`config.mk`:
```
export PLATFORM = sky130hd
export DESIGN_NAME = rv_sram_req_ctrl
export DESIGN_NICKNAME = d
export VERILOG_FILES = /design/src/rtl/rv_sram_req_ctrl.sv
export SDC_FILE = /design/constraint.sdc
export NUM_CORES = 1
export LEC_CHECK = 0
export BUFFER_PORTS_ARGS = -buffer_cell sky130_fd_sc_hd__buf_4
export CAP_MARGIN = 20
export CORE_ASPECT_RATIO = 0.7
export CORE_UTILIZATION = 40
export DETAILED_ROUTE_END_ITERATION = 10
export GPL_TIMING_DRIVEN = 0
export PLACE_DENSITY = 0.62
export SYNTH_ARGS = -nofsm -noshare
export SYNTH_HDL_FRONTEND = slang
export SYNTH_SLANG_ARGS = --single-unit
```
`constraint.sdc`:
```
create_clock -name clk -period 2.9 [get_ports clk]
set_input_delay 0.725 -clock clk [delete_from_list [all_inputs] [get_ports clk]]
set_output_delay 0.725 -clock clk [all_outputs]
set_load 0.01 [all_outputs]
```
`src/rtl/rv_sram_req_ctrl.sv`:
```
// Request front-end for a 1-cycle-read single-port SRAM; reads return data+tag in order via a small response FIFO.
// Read response appears two edges after accept; req_ready is credit-based on buffered + in-flight reads, never on rsp_ready.
module rv_sram_req_ctrl #(
  parameter int DATAW     = 32,
  parameter int SIZE      = 64,
  parameter int BYTEENW   = 4,
  parameter int ADDRW     = $clog2(SIZE),
  parameter int TAGW      = 4,
  parameter int RSP_DEPTH = 4
) (
  input  logic               clk,
  input  logic               reset,

  input  logic               req_valid,
  input  logic               req_rw,
  input  logic [ADDRW-1:0]   req_addr,
  input  logic [BYTEENW-1:0] req_byteen,
  input  logic [DATAW-1:0]   req_data,
  input  logic [TAGW-1:0]    req_tag,
  output logic               req_ready,

  output logic               rsp_valid,
  output logic [DATAW-1:0]   rsp_data,
  output logic [TAGW-1:0]    rsp_tag,
  input  logic               rsp_ready,

  output logic [BYTEENW-1:0] ram_wren,
  output logic [ADDRW-1:0]   ram_addr,
  output logic [DATAW-1:0]   ram_wdata,
  input  logic [DATAW-1:0]   ram_rdata
);

  localparam int PTRW = $clog2(RSP_DEPTH);
  localparam int CNTW = PTRW + 1;

  logic [DATAW-1:0] r_dat_mem [RSP_DEPTH];
  logic [TAGW-1:0]  r_tag_mem [RSP_DEPTH];
  logic [PTRW-1:0]  r_rd_ptr;
  logic [PTRW-1:0]  r_wr_ptr;
  logic [CNTW-1:0]  r_count;
  logic             r_inflight;
  logic [TAGW-1:0]  r_tag_hold;
  logic             r_rdy_en;

  logic [CNTW-1:0]  w_occ;
  logic             w_fire;
  logic             w_fire_rd;
  logic             w_push;
  logic             w_pop;

  // Credits count both buffered responses and the read whose data is still in the RAM pipeline.
  assign w_occ     = r_count + CNTW'(r_inflight);
  assign req_ready = !reset && r_rdy_en && (w_occ < CNTW'(RSP_DEPTH));

  assign w_fire    = req_valid && req_ready;
  assign w_fire_rd = w_fire && !req_rw;
  assign w_push    = r_inflight;
  assign w_pop     = rsp_valid && rsp_ready;

  assign ram_addr  = req_addr;
  assign ram_wdata = req_data;
  assign ram_wren  = (w_fire && req_rw) ? req_byteen : '0;

  assign rsp_valid = !reset && (r_count != '0);
  assign rsp_data  = rsp_valid ? r_dat_mem[r_rd_ptr] : '0;
  assign rsp_tag   = rsp_valid ? r_tag_mem[r_rd_ptr] : '0;

  always_ff @(posedge clk) begin
    if (reset) begin
      r_rd_ptr   <= '0;
      r_wr_ptr   <= '0;
      r_count    <= '0;
      r_inflight <= 1'b0;
      r_tag_hold <= '0;
      r_rdy_en   <= 1'b0;
    end else begin
      r_rdy_en   <= 1'b1;
      r_inflight <= w_fire_rd;
      if (w_fire_rd) begin
        r_tag_hold <= req_tag;
      end
      if (w_push) begin
        r_wr_ptr <= r_wr_ptr + PTRW'(1);
      end
      if (w_pop) begin
        r_rd_ptr <= r_rd_ptr + PTRW'(1);
      end
      case ({w_push, w_pop})
        2'b10:   r_count <= r_count + CNTW'(1);
        2'b01:   r_count <= r_count - CNTW'(1);
        default: r_count <= r_count;
      endcase
      if (w_push) begin
        assert (r_count < CNTW'(RSP_DEPTH));
      end
    end
  end

  // Payload storage needs no reset: entries are only visible once counted.
  always_ff @(posedge clk) begin
    if (!reset && w_push) begin
      r_dat_mem[r_wr_ptr] <= ram_rdata;
      r_tag_mem[r_wr_ptr] <= r_tag_hold;
    end
  end

endmodule

```
==> results by group, run 1 <==
Global route
  – GR Layer Usage met2: 0.254
  – Grt ovf: 0
  – Initial antenna violation count: 0
  – Wire length of the first global-routing pass: 19,100 um
  – Grt peak-use layer: met2
  – Met1 usage: 0.207
  – GRT met3 Usage: 0.0477
  – Largest net degree at the start of global routing: 30
  – All-Layer GR Usage: 0.157
  – Number of global-route vias before repair: 3,490

Worst setup path
  – Worst path max stage delay: 0.27 ns
  – Max Fanout on Critical Path: 10
  – Reg-to-reg startpoint: r_count[2]
  – Critical Path AT: 2.04 ns
  – Reg-to-reg critical path endpoint: r_count[2]
  – Register-to-Register Path Depth: 10
  – Worst-path cell chain: buf_4 -> buf_2 -> nor2_1 -> clkbuf_2 -> clkbuf_2 -> and2_1 -> buf_4
  – Slowest stage cell, crit path: clkbuf_2
  – CP startpoint kind: input port
  – Flop2flop setup slack: 0.52 ns
  – Critical path class: input port to primary output
  – Req. time, crit path: approximately 2.2 ns
  – Critical path endpoint category: primary output

Die
  – Num rows: 38
  – Top Ports: around 160
  – Core ar.: 0.0157 mm^2
  – Starting density of the core: 0.415
  – Die Y: approximately 110 um
  – Die Area: 0.0168 mm^2
  – Die width: approximately 150 um

Clock network
  – Clock transition at path regs: 0.06 ns
  – CTS tree: done
  – CTS buffer count: 17
  – Hold_buf cts: 0
  – Clock latency on the worst-skew pair: 0.41 ns
  – Root buf cell: clkbuf_16
  – Bufs on Longest Clock Path: 2
  – Clk sinks: 159
  – CTS HTree Levels: 4

STA
  – Final setup vio count: 0
  – Setup slack after layout: 0.133 ns
  – Highest clock rate: 361 MHz
  – Setup Skew: 0.0107 ns
  – Tcrit/Tclk final: 0.954
  – Final hold vios: 0
  – Slew @ Worst Pin: 0.557 ns
  – RSZ-0062 raised after global routing: false
  – Post-layout min period: 2.77 ns
  – Final Max Tran Viols: 0
  – Worst hold slack: slightly above 0.5 ns
  – Relative slew slack: 0.629

Hold path
  – Min-Delay Path Depth: 0
  – Hold Crit Class: flop to flop
  – Hold_sp: r_tag_hold[1]
  – Worst Hold Endpoint: r_tag_mem[0][1]

Detailed routing
  – Routed Wire Length: ~13,000 um
  – Routed Antenna Nets: 0
  – Routed vias: ~3,500
  – Vias per inst: 4.90
  – First-pass DRT Iterations: 4
  – DRT iter0 DRCs: 223
  – Drt drc: 0
  – Wire per inst: 18.0 um

Finish
  – Nets@finish: 580
  – Most frequent cells in the layout: buf_4 (162), edfxtp_1 (144), and2_1 (37)
  – Most common cell after layout, fill and taps aside: buf_4
  – Final non-filler cell area: 0.00840 mm^2
  – Layout area overhead: 28.9%
  – Antenna Cells: 0
  – Share of cells above drive strength 1: 0.494

Synth
  – Post-synth EDFFs: 144
  – Yosys warns: 0
  – Ys async rst share: 0
  – Syn Std Cell Area: 0.00652 mm^2
  – Cells after Synth: 344
  – Top_reg_cell synth: edfxtp_1
  – Syn_area_per_cell: roughly 19 um^2
  – Post-synthesis sequential area ratio: 0.710
  – Net Count, Synth: around 430
  – Yosys cell types: 35
  – #FFs+latches synth: ~160

Placed design
  – HPWL after DPL: 8300 um
  – RePlAce Congestion: 0.704
  – Dpl ws: -0.322 ns
  – Number of port buffers: around 120
  – Post-Place Cell Area: 0.00779 mm^2

Power and ir drop
  – Peak VDD IR: approximately 340 uV
  – Leakage: 3.10 nW
  – Power per cell area: 605 mW/mm^2

Run status
  – Status: complete, no violations

Job
  – Max_cap viols: 0
[state kept, by name, indices dropped and copies added (netlist names), named ones only]
| register | flops |
|---|---|
| r_rdy_en | 1 |
| r_wr_ptr | 2 |
| r_dat_mem | 128 |
| r_tag_hold | 4 |
| r_tag_mem | 16 |
| r_count | 3 |
| r_rd_ptr | 2 |
| r_inflight | 1 |
[cell type report]
class / count / area (um^2)
Timing Repair Buffer: 128 / 1020
Buffer: 53 / 412
Tap cell: 200 / 250
Inverter: 8 / 30.0
Clock buffer: 17 / 425
Sequential cell: 159 / 4620
Fill cell: 1257 / 7290
Clock inverter: 15 / 180
Multi-Input combinational cell: 124 / 1460
[critical path, delay by kind of cell]
kind / cells / cell delay [ns]
buffers and inverters: 5 / 0.95
and+or+nand+nor: 2 / 0.35
[logic make-up (layout without fill, tap and decap cells)]
kind of cell | after synthesis | after routing | synth area share
buffers and inverters | 61 | 221 | 0.0668
AOI/OAI and AO/OA | 7 | 7 | 0.00710
xor gates and xnor gates | 5 | 5 | 0.00672
and+or+nand+nor | 65 | 65 | 0.0609
muxes | 41 | 41 | 0.136
DFF | 159 | 159 | 0.710
adders and majority gates | 6 | 6 | 0.0127
[synth_stat cells, types with 2 or more instances]
cell type	count	area (um^2)
edfxtp_1	144	4320
buf_4	38	285
and2_1	37	231
mux4_2	30	676
dfxtp_1	15	300
nor2_1	10	37.5
inv_1	8	30.0
mux4_1	6	158
buf_2	5	25.0
ha_1	5	62.6
and3_1	4	25.0
clkbuf_1	4	15.0
mux2_2	4	45.0
nor2b_1	4	25.0
nor4b_1	4	35.0
xor2_1	4	35.0
buf_12	3	60.1
a21oi_1	2	10.0
[per-layer routing]
metal  vias to the layer above  wire length [um]  part of all wire
li1                       1588                 -                 -
met3                        12               936             0.074
met1                      1727              5490              0.43
met4                         0               109            0.0086
met5                         -                 0                 0
met2                       125              6110              0.48
[worst max-delay path by stage]
stage	from	end	slack, ns	depth (start not counted)
CTS	reset	rsp_data[20]	0.05	7
global route	reset	rsp_data[12]	0.007	7
floorplan	reset	r_count[2]	0.34	10
finish	reset	rsp_data[12]	0.13	7
global placement	reset	r_dat_mem[3][21]	-0.32	4
detailed placement	reset	rsp_data[20]	-0.32	7
[power breakdown]
part / total, mW / internal [mW] / switching, mW
clock: 2.27 / 1.37 / 0.900
combinational: 0.307 / 0.182 / 0.125
sequential: 2.52 / 2.51 / 0.00794
[what timing repair did]
action                     4_1_cts  5_1_grt
setup endpoints to repair       20        2
gates resized for setup          3        2
setup buffers                    0        0
gates cloned                     0        0
[through the flow]
step	total power, mW	setup TNS (ns)	util	std cells
2_1_floorplan	2.72	0	-	344
3_3_place_gp	2.87	-49.01	0.491	668
3_5_place_dp	2.88	-4.93	0.497	672
4_1_cts	5.14	0	0.535	704
5_1_grt	5.25	0	0.536	704
6_report	5.09	0	0.536	704
Power figures use the tool's default switching activity.
==> inputs of run 2 (changes only) <==
PLACE_DENSITY = default   (was 0.62)
PLACE_DENSITY_LB_ADDON = 0.3   (was default)
==> results by group, run 2 (same netlist as run 1, synthesis figures left out) <==
STA
  – Setup Skew: 0.0120 ns
  – RSZ-0062 raised after global routing: false
  – Relative slew slack: 0.693
  – Final Max Tran Viols: 0
  – Final hold vios: 0
  – Final setup vio count: 0
  – Highest clock rate: ~370 MHz
  – Slew @ Worst Pin: 0.455 ns
  – Tcrit/Tclk final: 0.939
  – Post-layout min period: 2.72 ns
  – Setup_tns: 0 ns
  – Worst hold slack: 0.511 ns

Finish
  – Layout area overhead: 27.7%
  – Biggest regs: r_dat_mem x128, r_tag_mem x16, r_tag_hold x4
  – Antenna Cells: 0
  – Area occupied by registers: 0.00462 mm^2
  – Layout fillers: approximately 1,300
  – Largest Register: r_dat_mem
  – Share of cells above drive strength 1: 0.492
  – Number of flip-flops in the largest register: 128
  – Nets@finish: 580
  – Most common cell after layout, fill and taps aside: buf_4
  – Multi-input combinational cell area: roughly 0.0015 mm^2
  – Most frequent cells in the layout: buf_4 (162), edfxtp_1 (144), and2_1 (37)

Placed design
  – Number of port buffers: between 100 and 150
  – HPWL after DPL: 8100 um
  – RePlAce Congestion: 0.732

Detailed routing
  – First-pass DRT Iterations: 4
  – Vias per inst: 4.93
  – Routed Wire Length: around 12,000 um
  – Routed vias: 3,474
  – Routed Antenna Nets: 0
  – Wire per inst: roughly 17 um
  – Drt drc: 0
  – DRT iter0 DRCs: 214

Worst setup path
  – CP startpoint kind: input port
  – Critical path class: input port to primary output
  – Req. time, crit path: 2.17 ns
  – Max Fanout on Critical Path: 10
  – Critical path endpoint category: primary output
  – Critical Path AT: roughly 2.0 ns

Global route
  – Wire length of the first global-routing pass: 18,600 um
  – Largest net degree at the start of global routing: 28
  – Grt ovf: 0
  – Number of global-route vias before repair: 3,528
  – All-Layer GR Usage: 0.153
  – Initial antenna violation count: 0

Clock network
  – CTS buffer count: 17
  – Root buf cell: clkbuf_16
  – Clock latency on the worst-skew pair: 0.41 ns
  – CTS tree: done
  – Clock transition at path regs: 0.07 ns
  – Hold_buf cts: 0
  – Post-CTS Setup Bufs: 0
  – Bufs on Longest Clock Path: 2
  – Clk sinks: 159
  – CTS HTree Levels: 4

Die
  – Die width: 155 um
  – Die Y: about 110 um
  – Num rows: 38
  – Top Ports: 163
  – Starting density of the core: 0.415
  – Core ar.: roughly 0.016 mm^2
  – Die Area: 0.0168 mm^2

Power and ir drop
  – Peak VDD IR: 334 uV
  – Power per cell area: ~580 mW/mm^2
  – Leakage: 3.06 nW

Hold path
  – Hold Crit Class: flop to flop

Run status
  – Status: complete, no violations

Job
  – Max_cap viols: 0
run 2: changes by cell type in the layout (fill, tap and decap cells not counted), sizes merged:
cell / previous run / this run
buf: 176 / 177
clkinv: 4 / 5
clkinvlp: 2 / 4
clkbuf: 22 / 21
bufinv: 3 / 0
run 2: layout make-up:
cell class | instances | area share
clock buffer | 17 | 0.0511
sequential | 159 | 0.556
clock inverter | 15 | 0.0131
timing repair buffer | 128 | 0.121
multi-input combinational | 124 | 0.176
inverter | 8 | 0.00361
tap | 200 | 0.0301
buffer | 53 | 0.0495
run 2: through the flow:
stage	power, mW	setup WS (ns)	instance area [um^2]	utilization	std cells
3_3_place_gp	2.87	-0.306	7700	0.491	668
3_5_place_dp	2.87	-0.282	7780	0.496	672
6_report	4.81	0.178	8320	0.531	704
4_1_cts	4.87	0.0756	8320	0.530	704
5_1_grt	4.98	0.0313	8320	0.531	704
2_1_floorplan	2.72	0.336	6520	-	344
run 2: worst max-delay path, cell delays in order:
cell and delay, ns:
buf_4 0.11, buf_2 0.18, nor2_1 0.15, buf_2 0.25, clkbuf_2 0.24, and2_1 0.20
buf_4 0.13
run 2: power breakdown:
part	internal, mW	switching (mW)
combinational	0.182	0.124
clock	1.10	0.889
sequential	2.51	0.00807
run 2: worst paths after layout:
kind | end | slack, ns | startpoint | depth (start not counted)
min reg2reg | r_tag_mem[3][1] | 0.51 | r_tag_hold[1] | 0
max reg2reg | r_count[2] | 0.54 | r_count[0] | 10
max | rsp_data[11] | 0.18 | reset | 7
min | r_tag_mem[3][1] | 0.51 | r_tag_hold[1] | 0
run 2: what timing repair did:
| item | CTS | global route |
|---|---|---|
| endpoints found under the setup margin | 20 | 4 |
| resized for setup | 3 | 3 |
| pin swaps | 0 | 0 |
| hold endpoints to repair | 0 | 0 |
run 2: per-layer routing:
layer,up-vias,GRT usage,wire (um)
li1,1584,-,-
met1,1734,0.195,5270
met2,154,0.250,5910
met3,2,0.0501,1060
met4,0,0.0488,31
met5,-,0,0
